**src/rtl/instruction_fetch_unit.sv**
```systemverilog
// Fetch stage: PC, synchronous-ROM pipeline and issue registers feeding the instruction register.
// Bubbles (is_void=1) cover reset, jump and halt so no wrong-path word is ever issued valid.
module instruction_fetch_unit #(
  parameter int ADDR_W       = 10,
  parameter int INS_W        = 22,
  parameter int RESET_VECTOR = 0
) (
  input  logic              clk,
  input  logic              reset,
  input  logic              stall,
  input  logic              jump_en,
  input  logic [ADDR_W-1:0] jump_addr,
  input  logic              halt,
  input  logic              resume,
  output logic [ADDR_W-1:0] rom_addr,
  output logic              rom_en,
  input  logic [INS_W-1:0]  rom_data,
  output logic [INS_W-1:0]  ins_out,
  output logic              increment,
  output logic              is_void,
  output logic [ADDR_W-1:0] pc_issue,
  output logic              halted
);

  typedef enum logic {RUN = 1'b0, HALTED = 1'b1} state_t;

  state_t            state;
  logic [ADDR_W-1:0] pc;
  logic [ADDR_W-1:0] pc_d;
  logic              v_d;

  assign rom_addr = pc;
  assign rom_en   = ~stall;

  always_ff @(posedge clk) begin
    if (reset) begin
      pc        <= ADDR_W'(RESET_VECTOR);
      pc_d      <= '0;
      v_d       <= 1'b0;
      state     <= RUN;
      ins_out   <= '0;
      increment <= 1'b0;
      is_void   <= 1'b1;
      pc_issue  <= '0;
      halted    <= 1'b0;
    end else if (stall) begin
      increment <= 1'b0;
    end else begin
      case (state)
        RUN: begin
          ins_out   <= rom_data;
          pc_issue  <= pc_d;
          increment <= 1'b1;
          pc_d      <= pc;
          if (jump_en) begin
            is_void <= 1'b1;
            pc      <= jump_addr;
            v_d     <= 1'b0;
          end else if (halt) begin
            is_void <= ~v_d;
            v_d     <= 1'b1;
            state   <= HALTED;
            halted  <= 1'b1;
          end else begin
            is_void <= ~v_d;
            pc      <= pc + ADDR_W'(1);
            v_d     <= 1'b1;
          end
        end
        HALTED: begin
          increment <= 1'b1;
          if (resume) begin
            ins_out  <= rom_data;
            is_void  <= 1'b0;
            pc_issue <= pc_d;
            pc       <= pc + ADDR_W'(1);
            pc_d     <= pc;
            // The ROM re-reads mem[pc] on this edge, so the word behind rom_data is a repeat.
            v_d      <= 1'b0;
            state    <= RUN;
            halted   <= 1'b0;
          end else begin
            is_void <= 1'b1;
          end
        end
        default: state <= RUN;
      endcase
    end
  end

endmodule
```
**config.mk**
```make
export PLATFORM = sky130hd
export DESIGN_NAME = instruction_fetch_unit
export DESIGN_NICKNAME = d
export VERILOG_FILES = /design/src/rtl/instruction_fetch_unit.sv
export SDC_FILE = /design/constraint.sdc
export NUM_CORES = 1
export LEC_CHECK = 0
export BUFFER_PORTS_ARGS = -buffer_cell sky130_fd_sc_hd__buf_2
export CAP_MARGIN = 20
export CORE_MARGIN = 1.5
export CORE_UTILIZATION = 45
export CTS_BUF_LIST = sky130_fd_sc_hd__clkbuf_2 sky130_fd_sc_hd__clkbuf_4 sky130_fd_sc_hd__clkbuf_8
export CTS_CLUSTER_SIZE = 14
export DETAILED_ROUTE_END_ITERATION = 12
export HOLD_SLACK_MARGIN = 0.08
export PLACE_DENSITY = 0.74
export SLEW_MARGIN = 20
export SYNTH_ARGS = -nofsm -noshare
export SYNTH_HDL_FRONTEND = slang
export SYNTH_SLANG_ARGS = --single-unit
```
**constraint.sdc**
```tcl
create_clock -name clk -period 3.9 [get_ports clk]
set_clock_uncertainty 0.05 [all_clocks]
set_input_delay 0.78 -clock clk [delete_from_list [all_inputs] [get_ports clk]]
set_output_delay 0.78 -clock clk [all_outputs]
set_load 0.01 [all_outputs]
```
---- Yosys cells after proc, flatten, opt, wreduce, memory -nomap -nowiden ----
Cells that the tools add are included.
operators by class
  mux-type cells .......................... 23
  bitwise logic cells ..................... 3
  eq/ne operators ......................... 4
  $add $sub $neg .......................... 1
  reduce and logical (&&, ||, !) cells .... 3
operators by type and width
  operator                                        count
  one-hot mux 10 bit (2 select lines)             3
  2-to-1 mux 10 bit                               5
  one-hot mux 22 bit (2 select lines)             1
  2-to-1 mux 22 bit                               1
  adder 10 x 1 -> 10 bit (second input constant)  1
  2-to-1 mux 1 bit                                9
  one-hot mux 1 bit (2 select lines)              4
  inequality test 2 bit (second input constant)   3
  AND reduction 4 bit                             1
  inequality test 3 bit (second input constant)   1
  NOT 1 bit                                       3
  AND reduction 3 bit                             1
  AND reduction 2 bit                             1
storage, ports and cells
  bits of input ports ..................... 38
  word-level logic and storage cells ...... 43
  output and inout bits ................... 46
  flip-flop bits (word level) ............. 57

---- Longest topological paths before layout ----
  depth after elaboration ................. 4
  gate-level depth with buffers ........... 7
  gate-level depth less buffers ........... 5

---- Worst setup path before layout ----
Ideal clock, no wire load.
  path kind ............................... input to register
  start point ............................. input jump_en
  end point ............................... register pc[6] (netlist: rom_addr[6])
  stages .................................. 6
  path slack .............................. 1.989 ns
  data required time ...................... 3.713 ns
  setup time .............................. 0.137 ns
  arrival ................................. 1.724 ns
  path buffers ............................ 2
  path through ............................ or3b_1 -> and3_1 -> buf_6 -> buf_6 -> a21oi_1 -> a211oi_1
between the ends
  longest elaborated chain between the ends .. 2
  elaborated cells on any way between the ends .. 4
  classes of those cells .................. eq/ne: 1; mux: 2; reduce/logical: 1
RTL lines
  what                                                                                         line  RTL
  from (decl)                                                                                  11    input logic jump_en,
  inequality test 3 bit (no source line) or 2-to-1 mux 10 bit (tied branches)                  --
  AND reduction 3 bit (no source line) or one-hot mux 10 bit (2 select lines) (tied branches)  --
  to (signal assigned)                                                                         37    pc <= ADDR_W'(RESET_VECTOR);
  to (signal assigned)                                                                         57    pc <= jump_addr;
  to (signal assigned)                                                                         66    pc <= pc + ADDR_W'(1);
  to (decl)                                                                                    28    logic [ADDR_W-1:0] pc;
Parallel ways exist; a longest one is shown, timed or not.
A chain may end at the register's enable or synchronous reset.

---- Worst setup path after layout ----
  start point ............................. input stall
  end point ............................... output rom_en
between the ends
  longest elaborated chain between the ends .. 1
RTL lines
  what                        line  RTL
  from (decl)                 10    input logic stall,
  NOT 1 bit (no source line)  --
  to (decl)                   16    output logic rom_en,
No other way between the ends.

==> results.ini <==
[clock_network]
root_buffer = clkbuf_8
cts_max_level = 3
cts.clk_slew.worst_paths_ns = 0.06
ctsResizeCount = 0
cts_hold_buf = 0
insertion_delay_ns = 0.32
tritoncts = yes
cts_buffers = 9
clk_path_buf_depth = 2
postCtsSetupBuffers = 0
clock-sinks = 57

[timing]
fin_crit_sh = 0.5174
timing.fmax_ghz = 0.4955
hold_viol_final = 0
rsz0062_at_grt = no
timing.final.max_slew_violations = 0
hold_slack_ns = 0.3975
slew_headroom = 0.4864
finalSetupViolations = 0
tns_ns = 0
worst_pin_slew_ns = 0.7704
setup_slack_ns = 1.882
fin_crit_ns = 2.018

[setup_path]
cp-startpoint = stall
r2r-start = state$_SDFFE_PP0N_
cp.arrival_ns = 1.19
cp_max_fo = 6
end_kind = primary output
critPathKind = in -> out
cp-start-kind = input pin
critPathRequiredTime_ns = 3.07

[die]
dieHeight_um = 74.06
ios = 84
die-area_sq_mm = 0.005485
coreArea_sq_mm = 0.004786
row_count = 25
initial_core_util = 0.4748
fp.dieW_um = 74.06

[route]
drc_errors = 0
wl_per_cell_um = 11.71
drt-total-wl_um = 5080
avgViaCountPerCell = 4.975
drt_pass1_iterations = 4
drt_iter0_drc = 160
vias = 2159
ant_nets = 0

[logic_synthesis]
synth.top_cell.area_share = 0.5022
syn_area_sq_mm = 0.002272
synth_warnings = 0
ys_seq_area_frac = 0.5022
post-synth-top-area-cell = dfxtp_1
syn_inst = 289
syn_area_per_cell_sq_um = 7.862
syn_nets = 328
ys_seq_elements = 57
ys_top_cells_by_area = dfxtp_1 (50%), nand2_1 (15%), a21oi_1 (11%), o21ai_0 (2.9%), clkbuf_1 (2.0%)
netlist-cell-type-count = 32

[placed_design]
io_buffers = 83
dp_slack_ns = 1.619
hpwl_um = 3371
dpl_cell_area_sq_mm = 0.002679
gp_routability_congestion = 0.9325

[global_routing]
grt-ovfl-total = 0
grt_pass1_vias = 1870
antenna_found_initial = 0
grt_pass1_wl_um = 8286
grt_max_degree = 45
grt.total_usage = 0.2000

[hold_path]
min_path_type = reg -> reg
worstHoldStart = pc_d[0]$_SDFFE_PP0P_

[flow_run]
drv_cap = 0

[pwr]
power_leakage_nw = 1.242
power_density_mw_per_mm2 = 442.0
ir_drop_v = 0.0001939

[finish]
drive_gt1_frac = 0.2807
antenna_cells = 0
stdcell_area_sq_mm = 0.002853
nNetsFinal = 403
areaGrowthSynthToFinish_pct = 25.55

[run_status]
outcome = finished clean

==> report_power, final <==
group,total [W],internal (W),leakage (nW),switching (W)
registers,0.000632,0.000611,0.466,0.0000217
clock network,0.000485,0.000280,0.0929,0.000205
logic,0.000144,0.0000577,0.683,0.0000860
==> flip-flops by register name (all words and copies together) (netlist names) <==
name and cells:
pc_issue 10, halted 1, pc_d 10, increment 1
is_void 1, rom_addr 10, v_d 1, ins_out 22
state 1
==> cell type report <==
class                      count  area [sq um]
timing repair buffer          85         430.4
clock buffer                  14         173.9
inverter                       5         18.77
sequential                    57          1141
multi-input combinational    206          1005
tap                           67         83.83
fill                         475          1933
==> worst max-delay path, cell delays in order <==
cell	delay [ns]
buf_2	0.13
inv_1	0.12
buf_2	0.15
==> cells by family after synthesis <==
kind of cell               after synthesis  synth area share
adders and majority gates                1          0.005506
and+or+nand+nor                        128            0.2450
buffers and inverters                   26           0.05617
AOI/OAI and AO/OA                       77            0.1911
DFF                                     57            0.5022
==> Yosys cell counts, drive strengths merged <==
| cell type | instances |
|---|---|
| nand2 | 93 |
| dfxtp | 57 |
| a21oi | 52 |
| o21ai | 14 |
| clkbuf | 12 |
| buf | 9 |
| nor2 | 6 |
| inv | 5 |
| nand3 | 5 |
| nor4 | 5 |
| and2 | 4 |
| a211oi | 3 |
| nor3 | 3 |
| a211o | 2 |
| a311oi | 2 |
| and3 | 2 |
| nand2b | 2 |
| nor3b | 2 |
| a31oi | 1 |
| a32oi | 1 |
| and2b | 1 |
| ha | 1 |
| nand4 | 1 |
| o211a | 1 |
| o31a | 1 |
| or2b | 1 |
| or3 | 1 |
| or3b | 1 |
| or4 | 1 |
==> stage by stage <==
step                        util  instances   power, W
final                     0.5961        434   0.001261
after global routing      0.5961        434   0.001326
after CTS                 0.5961        434   0.001278
after detailed placement  0.5597        420  0.0007901
after global placement    0.5597        420  0.0007872
after floorplan                -        289  0.0007361
==> final timing paths <==
check	slack, ns	to	depth (start not counted)
worst max register to register	2.08	halted$_SDFFE_PP0P_	4
worst min register to register	0.40	pc_issue[0]$_SDFFE_PP0P_	2
worst max-delay path	1.88	rom_en	3
worst min-delay path	0.40	pc_issue[0]$_SDFFE_PP0P_	2
==> per-layer routing <==
| metal | routed length, um | up-vias | track usage | share of wire |
|---|---|---|---|---|
| li1 | - | 1119 | - | - |
| met1 | 2271 | 962 | 0.2414 | 0.45 |
| met2 | 2359 | 70 | 0.3165 | 0.46 |
| met3 | 354 | 8 | 0.04743 | 0.070 |
| met4 | 94 | 0 | 0.1337 | 0.019 |
| met5 | 0 | - | 0 | 0 |
==> layout by cell type, fill, tap and decap left out, types with 2 or more instances in the layout <==
cell type	n
a211o_1	2
a211oi_1	3
a21oi_1	52
a311oi_2	2
and2_1	3
and3_1	2
buf_2	83
buf_4	2
clkbuf_4	3
clkbuf_8	11
dfxtp_1	57
inv_1	5
nand2_1	93
nand2b_1	2
nand3_1	4
nor2_1	6
nor3_1	3
nor3b_1	2
nor4_1	5
o21ai_0	13
Note: power is estimated with default switching activity, not from simulation.
